<file path="src/rtl/muxes_tx_pkg.sv">
// Shared constants and types for the muxes_tx 4:1 TX byte serializer.
// MUXES_TX_IDLE_COM_EN selects COM (8'hBC) as the idle symbol instead of 8'h00.
package muxes_tx_pkg;

   localparam int LANES   = 4;
   localparam int PHASE_W = 2;

   typedef logic [PHASE_W-1:0] phase_t;

   // The lanes are sampled on the edge that closes this phase.
   localparam phase_t SAMPLE_PHASE = 2'd3;

`ifdef MUXES_TX_IDLE_COM_EN
   localparam logic [7:0] IDLE_SYM = 8'hBC;
`else
   localparam logic [7:0] IDLE_SYM = 8'h00;
`endif

endpackage

</file>
<file path="src/rtl/muxes_tx_if.sv">
// Lane inputs and serialized output stream of muxes_tx.
// Handshake: no valid/ready; lanes must be stable on the edge where load_req is high, stream never stalls.
interface muxes_tx_if #(parameter int DATA_W = 8);

   logic [DATA_W-1:0] data_0;
   logic [DATA_W-1:0] data_1;
   logic [DATA_W-1:0] data_2;
   logic [DATA_W-1:0] data_3;
   logic              valid_0;
   logic              valid_1;
   logic              valid_2;
   logic              valid_3;
   logic              load_req;
   logic [DATA_W-1:0] data_000;
   logic              valid_000;
   logic              frame_out;

   modport master (
      output data_0, data_1, data_2, data_3,
      output valid_0, valid_1, valid_2, valid_3,
      input  load_req, data_000, valid_000, frame_out
   );

   modport slave (
      input  data_0, data_1, data_2, data_3,
      input  valid_0, valid_1, valid_2, valid_3,
      output load_req, data_000, valid_000, frame_out
   );

endinterface

</file>
<file path="src/rtl/muxes_tx_frame_phase_ctr.sv">
// Free-running 2-bit frame phase counter for muxes_tx: produces phase, sample_edge,
// load_req and a flag that is set once the first frame has been sampled.
module frame_phase_ctr
   import muxes_tx_pkg::*;
(
   input  logic   clk_4f,
   input  logic   reset_L,
   output phase_t phase,
   output logic   sample_edge,
   output logic   load_req,
   output logic   primed
);

   phase_t phase_q;
   phase_t phase_d;
   logic   primed_q;
   logic   primed_d;

   always_ff @(posedge clk_4f or negedge reset_L) begin
      if (!reset_L) begin
         phase_q  <= '0;
         primed_q <= 1'b0;
      end else begin
         phase_q  <= phase_d;
         primed_q <= primed_d;
      end
   end

   // Natural 2-bit wrap gives the 3 -> 0 transition.
   always_comb begin
      phase_d  = phase_q + 2'd1;
      primed_d = primed_q | (phase_q == SAMPLE_PHASE);
   end

   always_comb begin
      phase       = phase_q;
      primed      = primed_q;
      sample_edge = (phase_q == SAMPLE_PHASE);
      load_req    = sample_edge & reset_L;
   end

endmodule

</file>
<file path="src/rtl/muxes_tx.sv">
// Top of the TX 4:1 byte serializer: lane 0 bypasses into the output register at the
// sample edge, lanes 1..3 wait in hold registers. Idle symbol set by MUXES_TX_IDLE_COM_EN.
module muxes_tx
   import muxes_tx_pkg::phase_t, muxes_tx_pkg::IDLE_SYM;
#(
   parameter int DATA_W = 8,
   parameter int LANES  = 4
) (
   input  logic        clk_4f,
   input  logic        reset_L,
   muxes_tx_if.slave   bus,
   output phase_t      dbg_phase,
   output logic        dbg_primed
);

   localparam logic [DATA_W-1:0] IDLE = DATA_W'(IDLE_SYM);

   phase_t            phase;
   phase_t            next_lane;
   logic              sample_edge;
   logic [DATA_W-1:0] hold_data  [1:LANES-1];
   logic              hold_valid [1:LANES-1];

   frame_phase_ctr u_ctr (
      .clk_4f      (clk_4f),
      .reset_L     (reset_L),
      .phase       (phase),
      .sample_edge (sample_edge),
      .load_req    (bus.load_req),
      .primed      (dbg_primed)
   );

   assign dbg_phase = phase;
   assign next_lane = phase + 2'd1;

   // Invalid lanes are replaced by the idle symbol at capture time.
   always_ff @(posedge clk_4f or negedge reset_L) begin
      if (!reset_L) begin
         hold_data     <= '{default: IDLE};
         hold_valid    <= '{default: 1'b0};
         bus.data_000  <= IDLE;
         bus.valid_000 <= 1'b0;
         bus.frame_out <= 1'b0;
      end else begin
         bus.frame_out <= sample_edge;
         if (sample_edge) begin
            bus.data_000  <= bus.valid_0 ? bus.data_0 : IDLE;
            bus.valid_000 <= bus.valid_0;
            hold_data[1]  <= bus.valid_1 ? bus.data_1 : IDLE;
            hold_data[2]  <= bus.valid_2 ? bus.data_2 : IDLE;
            hold_data[3]  <= bus.valid_3 ? bus.data_3 : IDLE;
            hold_valid[1] <= bus.valid_1;
            hold_valid[2] <= bus.valid_2;
            hold_valid[3] <= bus.valid_3;
         end else begin
            bus.data_000  <= hold_data[next_lane];
            bus.valid_000 <= hold_valid[next_lane];
         end
      end
   end

endmodule

</file>
<file path="src/flat_wrapper.sv">
// flat-port wrapper written by rule: the top's interface ports become plain ports
module muxes_tx_flat import muxes_tx_pkg::phase_t, muxes_tx_pkg::IDLE_SYM;
#(
   parameter int DATA_W = 8,
   parameter int LANES  = 4
)
  (clk_4f, reset_L, dbg_phase, dbg_primed, bus_data_0, bus_data_1, bus_data_2, bus_data_3, bus_valid_0, bus_valid_1, bus_valid_2, bus_valid_3, bus_load_req, bus_data_000, bus_valid_000, bus_frame_out);
  muxes_tx_if #(.DATA_W(DATA_W)) bus_i ();
  input  logic clk_4f;
  input  logic reset_L;
  output phase_t dbg_phase;
  output logic dbg_primed;
  input wire logic [$bits(bus_i.data_0)-1:0] bus_data_0;
  input wire logic [$bits(bus_i.data_1)-1:0] bus_data_1;
  input wire logic [$bits(bus_i.data_2)-1:0] bus_data_2;
  input wire logic [$bits(bus_i.data_3)-1:0] bus_data_3;
  input wire logic [$bits(bus_i.valid_0)-1:0] bus_valid_0;
  input wire logic [$bits(bus_i.valid_1)-1:0] bus_valid_1;
  input wire logic [$bits(bus_i.valid_2)-1:0] bus_valid_2;
  input wire logic [$bits(bus_i.valid_3)-1:0] bus_valid_3;
  output wire logic [$bits(bus_i.load_req)-1:0] bus_load_req;
  output wire logic [$bits(bus_i.data_000)-1:0] bus_data_000;
  output wire logic [$bits(bus_i.valid_000)-1:0] bus_valid_000;
  output wire logic [$bits(bus_i.frame_out)-1:0] bus_frame_out;
  assign bus_i.data_0 = bus_data_0;
  assign bus_i.data_1 = bus_data_1;
  assign bus_i.data_2 = bus_data_2;
  assign bus_i.data_3 = bus_data_3;
  assign bus_i.valid_0 = bus_valid_0;
  assign bus_i.valid_1 = bus_valid_1;
  assign bus_i.valid_2 = bus_valid_2;
  assign bus_i.valid_3 = bus_valid_3;
  assign bus_load_req = bus_i.load_req;
  assign bus_data_000 = bus_i.data_000;
  assign bus_valid_000 = bus_i.valid_000;
  assign bus_frame_out = bus_i.frame_out;
  muxes_tx #(.DATA_W(DATA_W), .LANES(LANES)) u_core (.clk_4f(clk_4f), .reset_L(reset_L), .bus(bus_i), .dbg_phase(dbg_phase), .dbg_primed(dbg_primed));
endmodule
</file>
<file path="config.mk">
export PLATFORM = sky130hd
export DESIGN_NAME = muxes_tx_flat
export DESIGN_NICKNAME = d
export VERILOG_FILES = /design/src/rtl/muxes_tx_pkg.sv /design/src/rtl/muxes_tx_if.sv /design/src/rtl/muxes_tx_frame_phase_ctr.sv /design/src/rtl/muxes_tx.sv /design/src/flat_wrapper.sv
export SDC_FILE = /design/constraint.sdc
export NUM_CORES = 1
export LEC_CHECK = 0
export CAP_MARGIN = 20
export CORE_MARGIN = 2
export CORE_UTILIZATION = 59
export DETAILED_ROUTE_END_ITERATION = 8
export DONT_BUFFER_PORTS = 1
export MAX_ROUTING_LAYER = met4
export PLACE_DENSITY = 0.85
export SYNTH_ARGS = -nofsm -noshare
export SYNTH_HDL_FRONTEND = slang
export SYNTH_SLANG_ARGS = --single-unit
</file>
<file path="constraint.sdc">
create_clock -name clk_4f -period 1.8 [get_ports clk_4f]
set_input_delay 0.27 -clock clk_4f [delete_from_list [all_inputs] [get_ports clk_4f]]
set_output_delay 0.27 -clock clk_4f [all_outputs]
set_load 0.01 [all_outputs]
</file>
==> results of run 1 <==
-- power groups by stage --
stage	logic [W]	clock network, W	registers [W]
floorplan	0.0000462	0	0.000975
global route	0.0000823	0.000700	0.000969
global placement	0.0000441	0	0.000982
finish	0.0000709	0.000641	0.000964
detailed placement	0.0000488	0	0.000983
CTS	0.0000728	0.000648	0.000965
-- cell type report --
class	count	area, um2	area share [%]
Sequential cell	40	1000	55.0
Multi-Input combinational cell	80	547	30.0
Inverter	21	78.8	4.33
Clock buffer	7	65.1	3.57
Timing Repair Buffer	6	60.1	3.30
Tap cell	31	38.8	2.13
Clock inverter	1	30.0	1.65
-- through the flow --
stage / utilization (%) / power (W) / worst slack (ps)
4_1_cts: 66.2 / 0.00169 / 65.0
6_report: 66.6 / 0.00168 / 165
5_1_grt: 66.6 / 0.00175 / 86.6
2_1_floorplan: - / 0.00102 / 447
3_5_place_dp: 61.6 / 0.00103 / 87.0
3_3_place_gp: 61.6 / 0.00103 / 170
-- synthesized netlist by cell type --
cell,instances
a22o_1,6
nand2_1,2
o21ai_0,19
buf_2,3
inv_1,21
and2_1,2
mux2i_1,9
nand3_1,26
nand3b_2,1
mux2_2,1
clkbuf_2,1
a21o_1,1
buf_1,1
dfrtp_1,40
o221ai_1,9
or2_2,1
buf_4,1
buf_6,2
clkbuf_1,3
ha_1,2
or2_1,1
-- metal layers --
layer	GRT usage (%)	share of wire, %	wire (um)	vias up
met5	-	0	0	-
met2	32.5	46	1490	50
met4	8.31	1.2	40	0
met1	30.4	42	1370	511
met3	8.16	11	343	6
li1	-	-	-	532
-- registers in the layout (all words and copies together), names as in the netlist --
signal / flops
u_core.hold_data: 24
u_core.bus.data_000: 8
u_core.u_ctr.primed: 1
u_core.bus.frame_out: 1
u_core.u_ctr.phase: 2
u_core.hold_valid: 3
u_core.bus.valid_000: 1
-- logic make-up after synthesis --
family	Yosys count	synth area share, %
AOI/OAI and AO/OA	35	13.9
buffers and inverters	32	8.57
DFF	40	59.6
adders and majority gates	2	1.49
muxes	10	6.04
and+or+nand+nor	33	10.4
-- repair_timing --
action,in CTS,in global routing
setup endpoints to repair,1,1
hold endpoints to repair,40,0
pin swaps,0,0
hold buffers,2,0
buffers inserted,0,0
resized for setup,1,1
-- path summary, 6_finish.rpt --
kind | endpoint | depth (start not counted) | slack [ps]
max in group asynchronous | u_core.hold_data[16] | 2 | 1220
min in group asynchronous | u_core.bus.data_000[1] | 2 | 390
max | bus_load_req | 3 | 170
min reg2reg | u_core.hold_data[21] | 1 | 520
min | u_core.hold_data[22] | 1 | 50
max reg2reg | u_core.bus.valid_000 | 4 | 340
==> results.json, run 1 <==
{
  "clkTransAtPathRegs_ps": 110,
  "place_inst": 176,
  "yosys.area.top_type_share_pct": 59.6,
  "final_cell_mix": "dfrtp_1 (40), nand3_1 (26), inv_1 (21), o21ai_0 (19)",
  "rows": 19,
  "pwr_density_cell_nw_per_um2": 921,
  "power_frac_seq_pct": 57.5,
  "critical_path_required_ps": 1530,
  "initial_core_util_pct": 61.4,
  "cts_num_sinks": 40,
  "crit_family": "flip-flops",
  "final_layout_size_suffix_gt1_share_pct": 11.0,
  "cap_violations": 0,
  "port-buffer-count": 0,
  "synth_area_um2": 1680,
  "ys_seq_area_share_pct": 59.6,
  "criticalPathCategory": "flip-flop to output pin",
  "combPwrFrac_pct": 4.2,
  "n_antenna_cell": 0,
  "syn_nets": 192,
  "start_kind": "flip-flop",
  "final_cell_count_no_fill": 186,
  "die_x_um": 57.3,
  "status": "completed",
  "grt_usage_pct": 22.8,
  "clockBufferDepth": 2,
  "slew_headroom_pct": 80.1,
  "postPlaceCellArea_um2": 1680,
  "cts_root_buf": "clkbuf_4",
  "core_area_um2": 2730,
  "wl_per_cell_um": 17.5,
  "syn_avg_cell_area_um2": 11.0,
  "grt_first_pass_wirelength_um": 5330,
  "grt_overflow": 0,
  "cts_max_level": 2,
  "slew_viol_final": 0,
  "yosys.area.top_type": "dfrtp_1",
  "routed_wl_um": 3250,
  "fp.dieH_um": 57.3,
  "grt_pass1_vias": 1112,
  "drt_iter0_markers": 40,
  "critPathBufInv": 1,
  "yosys.cell_types.count": 21,
  "min_period_over_period_pct": 90.8,
  "vias": 1099,
  "dp_hpwl_um": 2480,
  "r2r-start": "u_core.u_ctr.phase[0]",
  "ant_nets": 0,
  "arrival_ps": 1360,
  "ys_top_cells_by_area": "dfrtp_1 (60%), nand3_1 (7.7%), o21ai_0 (5.7%)",
  "gp_congestion": 0.773,
  "hold_ws_ps": 46.3,
  "ys_ff_latch": 40,
  "syn_inst": 152,
  "min_from": "bus_data_1[6]",
  "yosysWarningCount": 0,
  "slowest_stage": "dfrtp_1",
  "cp_max_fo": 11,
  "rsz0062_at_grt": "false",
  "die_area_um2": 3290,
  "p_leak_nw": 0.876,
  "clk_latency_ps": 340,
  "final_common_cell": "dfrtp_1",
  "drc": 0,
  "worstMarginPinSlew_ps": 299,
  "max_stage_delay_ps": 470,
  "hp-class": "input port to flip-flop",
  "cts_made_buffers": 5,
  "ioPinCount": 52,
  "nNetsFinal": 194,
  "setup_viol": 0,
  "crit_path_end_kind": "output pin",
  "power_frac_clock_pct": 38.3,
  "firstDrtPassIters": 4,
  "grt_max_degree": 41,
  "ir_drop_v": 0.000734,
  "hold_viol": 0,
  "crit_start": "u_core.u_ctr.phase[1]",
  "fin_area_um2": 1820,
  "min_period_ps": 1630,
  "p_sw_w": 0.000337,
  "setup_tns_ps": 0,
  "switching_share_pct": 20.1,
  "vias_per_cell": 5.91,
  "max_freq_mhz": 612,
  "path_cells": "ha_4 > buf_4 > and2_1",
  "finClkSkew_ps": 10.5,
  "antenna_found_initial": 0,
  "p_int_w": 0.00134,
  "cts_tree": "yes",
  "area_growth_pct": 8.42,
  "fillers": 206
}
Power figures use the tool's default switching activity.
==> run 2, diff against run 1 <==
- CAP_MARGIN: 20 -> not set
- clock period: 1.8 -> 1.7 ns (I/O delays scaled with it)
==> run 2 against run 1 <==
Critical path depth did not move. Hold slack worse by 19 ps. Non-clock buffer count grew 2. Via count grew 3.6%. Clock power is 15% higher. Largest power group unchanged. Wire length rose by 0.46%. Total power up 9.5%. Die area unchanged. Critical endpoint unchanged. Sequential power is 6% higher. Register-to-register slack got worse by 150 ps. Largest cell class unchanged. Combinational power grew 6.1%.
==> results.json, run 2 (synthesis results as in run 1) <==
{
  "rows": 19,
  "criticalPathCategory": "flip-flop to output pin",
  "start_kind": "flip-flop",
  "path_cells": "ha_4 > buf_4 > and2_1",
  "grt_usage_pct": 22.7,
  "hp-class": "input port to flip-flop",
  "postCtsSetupBuffers": 0,
  "max_freq_mhz": 626,
  "final_common_cell": "dfrtp_1",
  "slowest_stage": "dfrtp_1",
  "max_stage_delay_ps": 470,
  "grt_overflow": 0,
  "routed_wl_um": 3260,
  "fp.dieH_um": 57.3,
  "rsz0062_at_grt": "false",
  "cts_root_buf": "clkbuf_4",
  "place_inst": 178,
  "finClkSkew_ps": 7.36,
  "min_period_ps": 1600,
  "nNetsFinal": 196,
  "cts_max_level": 2,
  "clk_latency_ps": 340,
  "arrival_ps": 1340,
  "switching_share_pct": 19.5,
  "slew_viol_final": 0,
  "final_cell_count_no_fill": 187,
  "power_frac_clock_pct": 40.3,
  "grt_first_pass_wirelength_um": 5440,
  "min_period_over_period_pct": 93.9,
  "die_x_um": 57.3,
  "p_sw_w": 0.000358,
  "crit_path_end_kind": "output pin",
  "place_ws_ps": 208,
  "worst_slack_ps": 103,
  "critical_path_required_ps": 1440,
  "combPwrFrac_pct": 4.1,
  "critPathBufInv": 1,
  "setup_tns_ps": 0,
  "dp_hpwl_um": 2370,
  "ioPinCount": 52,
  "port-buffer-count": 0,
  "vias": 1139,
  "top_register": "u_core.hold_data",
  "antenna_found_initial": 0,
  "p_int_w": 0.00148,
  "grt_max_degree": 41,
  "ir_drop_v": 0.00101,
  "die_area_um2": 3290,
  "largest_reg_flops": 24,
  "cap_violations": 0,
  "final_cell_mix": "dfrtp_1 (40), nand3_1 (26), inv_1 (21), o21ai_0 (19)",
  "drc": 0,
  "cts_num_sinks": 40,
  "cts_made_buffers": 5,
  "n_antenna_cell": 0,
  "hold_viol": 0,
  "status": "completed",
  "initial_core_util_pct": 61.4,
  "largestRegisters": "u_core.hold_data (24), u_core.bus.data_000 (8), u_core.hold_valid (3)",
  "ant_nets": 0,
  "cp_max_fo": 9,
  "clockBufferDepth": 2,
  "drt_iter0_markers": 72,
  "p_total_w": 0.00184,
  "gp_congestion": 0.760,
  "vias_per_cell": 6.09,
  "pwr_density_cell_nw_per_um2": 999,
  "grt_pass1_vias": 1146,
  "clkTransAtPathRegs_ps": 110,
  "power_frac_seq_pct": 55.6,
  "area_growth_pct": 9.46,
  "p_leak_nw": 0.886,
  "crit_family": "flip-flops",
  "firstDrtPassIters": 4,
  "wl_per_cell_um": 17.4,
  "final_layout_size_suffix_gt1_share_pct": 11.5,
  "core_area_um2": 2730,
  "setup_viol": 0,
  "cts_tree": "yes",
  "worstMarginPinSlew_ps": 303,
  "slew_headroom_pct": 79.8
}
## run 2: timing repair
action                                 in CTS  in global routing
setup endpoints to repair                   1                  1
endpoints found under the hold margin      40                  0
gates resized for setup                     1                  1
pin swaps                                   0                  0
hold buffers                                2                  0
## run 2: cell type report
type / instances / area (um2)
Inverter: 21 / 78.8
Multi-Input combinational cell: 80 / 547
Tap cell: 31 / 38.8
Clock inverter: 2 / 60.1
Sequential cell: 40 / 1000
Timing Repair Buffer: 8 / 75.1
Clock buffer: 5 / 37.5
Fill cell: 215 / 896
## run 2: worst reg2reg max path: cells and delay by family, from the launching register on
| kind | cells | cell delay (ps) |
|---|---|---|
| AOI/OAI and AO/OA | 1 | 260 |
| DFF | 1 | 470 |
| adders and majority gates | 1 | 290 |
| and+or+nand+nor | 1 | 210 |
| buffers and inverters | 1 | 200 |
## run 2: through the flow
step           area, um2  utilization (%)  hold WS, ps
6_report            1840             67.2         27.4
5_1_grt             1840             67.2         15.2
4_1_cts             1830             66.9         20.8
3_5_place_dp        1700             62.1        -39.8
3_3_place_gp        1700             62.1        -39.4
2_1_floorplan       1680                -        -40.6
## run 2: routing by layer
layer	up-vias	global-route usage (%)	part of all wire, %	wire length, um
met2	58	29.9	45	1470
li1	530	-	-	-
met1	546	33.0	44	1420
met5	-	-	0	0
met3	5	5.90	10	326
met4	0	10.3	1.6	51
## run 2: path summary, 6_finish.rpt
kind	start	to	slack, ps	cells past startpoint
hold / removal	bus_valid_2	u_core.hold_valid[1]	30	2
max in group asynchronous	reset_L	u_core.u_ctr.phase[1]	1140	2
setup reg to reg	u_core.u_ctr.phase[1]	u_core.bus.data_000[3]	190	4
hold reg to reg	u_core.hold_valid[2]	u_core.hold_valid[2]	520	1
setup / recovery	u_core.u_ctr.phase[1]	bus_load_req	100	3
min in group asynchronous	reset_L	u_core.bus.valid_000	360	2
## run 2: power groups by stage
stage                     combinational [W]  sequential, W  clock, W
final                             0.0000752        0.00102  0.000740
after global routing              0.0000878        0.00103  0.000791
after CTS                         0.0000771        0.00102  0.000747
after detailed placement          0.0000510        0.00104         0
after global placement            0.0000467        0.00104         0
after floorplan                   0.0000490        0.00103         0
